`config.mk`:
```
export PLATFORM = sky130hd
export DESIGN_NAME = seven_seg_scan_ctrl
export DESIGN_NICKNAME = d
export VERILOG_FILES = /design/src/rtl/seven_seg_scan_ctrl.sv
export SDC_FILE = /design/constraint.sdc
export NUM_CORES = 1
export LEC_CHECK = 0
export BUFFER_PORTS_ARGS = -buffer_cell sky130_fd_sc_hd__buf_2
export CAP_MARGIN = 20
export CORE_MARGIN = 4
export CORE_UTILIZATION = 61
export DETAILED_ROUTE_END_ITERATION = 6
export PLACE_DENSITY = 0.84
export SLEW_MARGIN = 15
export SYNTH_ARGS = -nofsm -noshare
export SYNTH_HDL_FRONTEND = slang
export SYNTH_SLANG_ARGS = --single-unit
export TNS_END_PERCENT = 20
```
`constraint.sdc`:
```
create_clock -name clk -period 7.11 [get_ports clk]
set_input_delay 1.422 -clock clk [delete_from_list [all_inputs] [get_ports clk]]
set_output_delay 1.422 -clock clk [all_outputs]
set_load 0.01 [all_outputs]
```
`src/rtl/seven_seg_scan_ctrl.sv`:
```
// Time-multiplexed scan controller for an 8-digit common-anode seven-segment display.
// Holds per-digit hex values, scans anodes with a dwell counter, blanking guard and duty.
module seven_seg_scan_ctrl #(
  parameter int unsigned NUM_DIGITS   = 8,
  parameter int unsigned DWELL_W      = 17,
  parameter int unsigned BLANK_CYCLES = 16
) (
  input  logic       clk,
  input  logic       reset,
  input  logic       wr_en,
  input  logic [2:0] wr_addr,
  input  logic [3:0] wr_data,
  input  logic [7:0] dp_in,
  input  logic [7:0] digit_en,
  input  logic [3:0] brightness,
  output logic [7:0] anode,
  output logic [6:0] segments,
  output logic       dp,
  output logic [2:0] scan_idx,
  output logic       frame_tick
);

  localparam logic [DWELL_W-1:0] BlankLimit = DWELL_W'(BLANK_CYCLES);
  localparam logic [2:0]         LastIdx    = 3'(NUM_DIGITS - 1);

  logic [DWELL_W-1:0] dwell_q, dwell_d;
  logic [2:0]         scan_q, scan_d;
  logic               frame_tick_q, frame_tick_d;
  logic [3:0]         digit_q [8];
  logic [3:0]         digit_d [8];
  logic [7:0]         anode_q, anode_d;
  logic [6:0]         segments_q, segments_d;
  logic               dp_q, dp_d;
  logic [3:0]         top4;
  logic               slot_on;

  // Active-low {g,f,e,d,c,b,a}
  function automatic logic [6:0] hex_to_seg(input logic [3:0] v);
    logic [6:0] s;
    case (v)
      4'h0:    s = 7'h40;
      4'h1:    s = 7'h79;
      4'h2:    s = 7'h24;
      4'h3:    s = 7'h30;
      4'h4:    s = 7'h19;
      4'h5:    s = 7'h12;
      4'h6:    s = 7'h02;
      4'h7:    s = 7'h78;
      4'h8:    s = 7'h00;
      4'h9:    s = 7'h10;
      4'hA:    s = 7'h08;
      4'hB:    s = 7'h03;
      4'hC:    s = 7'h46;
      4'hD:    s = 7'h21;
      4'hE:    s = 7'h06;
      default: s = 7'h0E;
    endcase
    return s;
  endfunction

  assign top4 = dwell_q[DWELL_W-1 -: 4];

  always_comb begin
    dwell_d      = dwell_q + DWELL_W'(1);
    scan_d       = scan_q;
    frame_tick_d = 1'b0;
    if (&dwell_q) begin
      if (scan_q == LastIdx) begin
        scan_d       = 3'd0;
        frame_tick_d = 1'b1;
      end else begin
        scan_d = scan_q + 3'd1;
      end
    end

    for (int i = 0; i < 8; i++) digit_d[i] = digit_q[i];
    if (wr_en && (32'(wr_addr) < NUM_DIGITS)) digit_d[wr_addr] = wr_data;

    // Blank guard first, then duty window over the top bits of the dwell count
    slot_on    = (dwell_q >= BlankLimit) && (top4 < brightness) && digit_en[scan_q];
    anode_d    = 8'hFF;
    segments_d = 7'h7F;
    dp_d       = 1'b1;
    if (slot_on) begin
      anode_d    = ~(8'h01 << scan_q);
      segments_d = hex_to_seg(digit_q[scan_q]);
      dp_d       = ~dp_in[scan_q];
    end
  end

  always_ff @(posedge clk or posedge reset) begin
    if (reset) begin
      dwell_q      <= '0;
      scan_q       <= 3'd0;
      frame_tick_q <= 1'b0;
      for (int i = 0; i < 8; i++) digit_q[i] <= 4'h0;
      anode_q      <= 8'hFF;
      segments_q   <= 7'h7F;
      dp_q         <= 1'b1;
    end else begin
      dwell_q      <= dwell_d;
      scan_q       <= scan_d;
      frame_tick_q <= frame_tick_d;
      for (int i = 0; i < 8; i++) digit_q[i] <= digit_d[i];
      anode_q      <= anode_d;
      segments_q   <= segments_d;
      dp_q         <= dp_d;
    end
  end

  assign anode      = anode_q;
  assign segments   = segments_q;
  assign dp         = dp_q;
  assign scan_idx   = scan_q;
  assign frame_tick = frame_tick_q;

endmodule

```
==> summary.md <==
| Metric | Value |
|---|---|
| Via density | `5.711` |
| Postcts setup bufs | `0` |
| RSZ-0062 raised after global routing | `false` |
| Flop-to-flop setup slack | `4050 ps` |
| Most common cell after layout, fill and taps aside | `dfrtp_1` |
| Final Setup Violations | `0` |
| Number of remaining DRC errors | `0` |
| Htree depth | `3` |
| Die area | `6861 um2` |
| Die H | `82.83 um` |
| Worst-margin pin slew | `957.4 ps` |
| Setup TNS Final | `0 ps` |
| Tcrit/Tclk final | `0.4299` |
| Worst Hold Depth | `1` |
| Worst R2R End | `segments[3]` |
| Leakage | `1.854 nW` |
| Met3 global-route usage | `0.07129` |
| Clk_lat worst skew | `350 ps` |
| Synthesized area | `3416 um2` |
| Sequential cell area fraction in the yosys report | `0.5114` |
| Clk slew on worst S/H paths | `70 ps` |
| Synthesized Nets | `305` |
| Most frequent cells in the layout | `53 x dfrtp_1, 49 x buf_2, 33 x mux2_2, 18 x ha_1` |
| Critical path launch point type | `flip-flop` |
| Total wire length | `6765 um` |
| Synth Register Bits | `69` |
| Initial antenna violation count | `0` |
| Cell accounting for the most synthesized area | `dfrtp_1` |
| Most used DFF post-synth | `dfrtp_1` |
| DP HPWL | `4809 um` |
| CTS max path bufs | `2` |
| Final instance area | `3966 um2` |
| WL/cell | `17.44 um` |
| Distinct cells, synth | `40` |
| Yosys warns | `0` |
| Hold WC Path Type | `flip-flop to flip-flop` |
| Crit path DAT | `3300 ps` |
| Clock Skew | `5.198 ps` |
| Status | `completed` |
| Pin count of the biggest net entering global routing | `70` |
| Fin. max-slew vios | `0` |
| Fill count | `342` |
| Nets | `361` |
| GRT met1 Usage | `0.2959` |
| Vias | `2216` |
| Post-synth top area share | `0.3883` |
| 1st-pass router iterations | `4` |
| Final Hold Vio Count | `0` |
| Port bufs | `49` |
| RR Startpoint | `scan_idx[0]` |
| Most Used Layer, Global Route | `met2` |
| Layout cell share with drive strength beyond 1 | `0.4151` |
| Worst vdd ir | `0.2204 mV` |
| Drt initial violations | `76` |
| Worst Reg2Reg Path Length in Cells | `7` |
| Pwr Density | `259.8 nW/um2` |
| Fmax | `327.2 MHz` |
| M2 GR Usage | `0.3171` |
| GRT Residual Overflow | `0` |
| Diode count | `0` |
| Starting density of the core | `0.6481` |
| Synth Area per Inst | `13.29 um2` |
| Asr flop ratio synth | `1.000` |
| TritonCTS Sinks | `69` |
| Post-DRT Antenna Nets | `0` |
| Placement Cell Area | `3711 um2` |
| Core ar. | `5270 um2` |
| Critical path required time | `7350 ps` |
| Slew margin rel. | `0.3434` |
| Clock tree from TritonCTS | `done` |
| Clock root buffer | `clkbuf_8` |
| CTS resizes | `0` |
| Row Count | `26` |
| Critical path capture point type | `flip-flop` |
| Worst Hold End | `dwell_q[0]` |
| Hold buffers post-CTS | `0` |
| Num CTS Buffers | `9` |
| Area Overhead vs Synth | `16.12%` |
| Gr usage total | `0.2124` |
| Ranking of synthesized cells by area | `dfrtp_1 39%, dfstp_2 12%, mux2_2 11%, ha_1 6.6%, mux4_2 6.6%` |
| Hold Crit Start | `dwell_q[0]` |
| Period minus WS final | `3057 ps` |
| Routability congestion estimate from global placement | `0.8437` |
| Die width | `82.83 um` |
| Number of synthesized flops with an enable pin | `0` |
| Post-Synthesis Cells | `257` |
| Setup Crit Path Kind | `flip-flop to flip-flop` |
| Worst Path Max Fanout | `15` |
| First-pass GRT wire length | `11490 um` |
| Number of global-route vias before repair | `2277` |
| Max cap viols | `0` |
| I/O Pins | `50` |
-- state kept, by name, indices dropped and copies added (netlist names) --
signal	cells
anode	8
digit_q	32
dp	1
dwell_q	17
frame_tick	1
scan_idx	3
segments	7
-- critical path, stage by stage (launching register included) --
cell and delay (ps):
dfrtp_1 850, mux4_2 580, mux2i_1 510, inv_1 170, ha_1 290, mux2_2 300
mux2i_1 160, nand2_1 90
-- metal layers --
metal,up-vias,part of all wire
met5,-,0
li1,1039,-
met2,68,0.47
met3,10,0.059
met1,1099,0.46
met4,0,0.017
-- synth_stat cells, types with 2 or more instances --
cell / instances
ha_1: 18
nand2_1: 16
nor3_1: 5
a21o_1: 2
dfstp_2: 16
nor4_1: 2
dfrtp_1: 53
nand4_1: 4
nand3_1: 13
nor3b_1: 2
o211ai_1: 4
nand2b_1: 3
xnor2_1: 7
mux4_2: 10
nand4b_1: 3
mux4_1: 2
buf_2: 3
o21ai_0: 3
inv_1: 13
and3_1: 5
mux2i_1: 11
xor2_1: 7
nor2_1: 5
mux2_2: 33
buf_6: 2
-- cells by family after synthesis --
group	synth area share
multiplexers	0.2223
buffers and inverters	0.03040
AO/OA/AOI/OAI	0.03113
adder cells (fa/ha/maj)	0.06594
flip-flops	0.5114
XOR/XNOR	0.03590
AND/OR/NAND/NOR	0.1029
-- area by class of cell --
class / count / area [um2] / share of cell area
sequential: 69 / 1747 / 0.4404
clock inverter: 6 / 110.1 / 0.02776
timing repair buffer: 51 / 260.3 / 0.06562
multi-input combinational: 167 / 1565 / 0.3946
clock buffer: 10 / 137.6 / 0.03470
tap: 70 / 87.58 / 0.02208
inverter: 15 / 58.81 / 0.01483
-- how the worst max path moves through the flow --
stage / cells after the start / endpoint / from / slack [ps]
final: 7 / segments[3] / scan_idx[0] / 4050
after floorplan: 1 / digit_q[0] / reset / 3970
after detailed placement: 7 / segments[6] / brightness[1] / 3830
after CTS: 5 / segments[3] / scan_idx[0] / 3910
after global placement: 7 / segments[1] / brightness[1] / 3940
after global routing: 7 / segments[3] / scan_idx[0] / 3850
-- power breakdown --
part	switching [mW]	internal, mW
logic	0.0809	0.0861
registers	0.0239	0.448
clock network	0.150	0.242
-- per-stage QoR --
step,util,hold slack (ps),power (mW),setup slack [ps],instances
5_1_grt,0.7526,524.3,1.076,3851,388
3_3_place_gp,0.7042,477.4,0.6314,3938,371
2_1_floorplan,-,454.5,0.5936,3975,257
6_report,0.7526,490.9,1.030,4053,388
4_1_cts,0.7512,495.2,1.033,3912,387
3_5_place_dp,0.7042,485.7,0.6435,3832,371
Note: power is estimated with default switching activity, not from simulation.
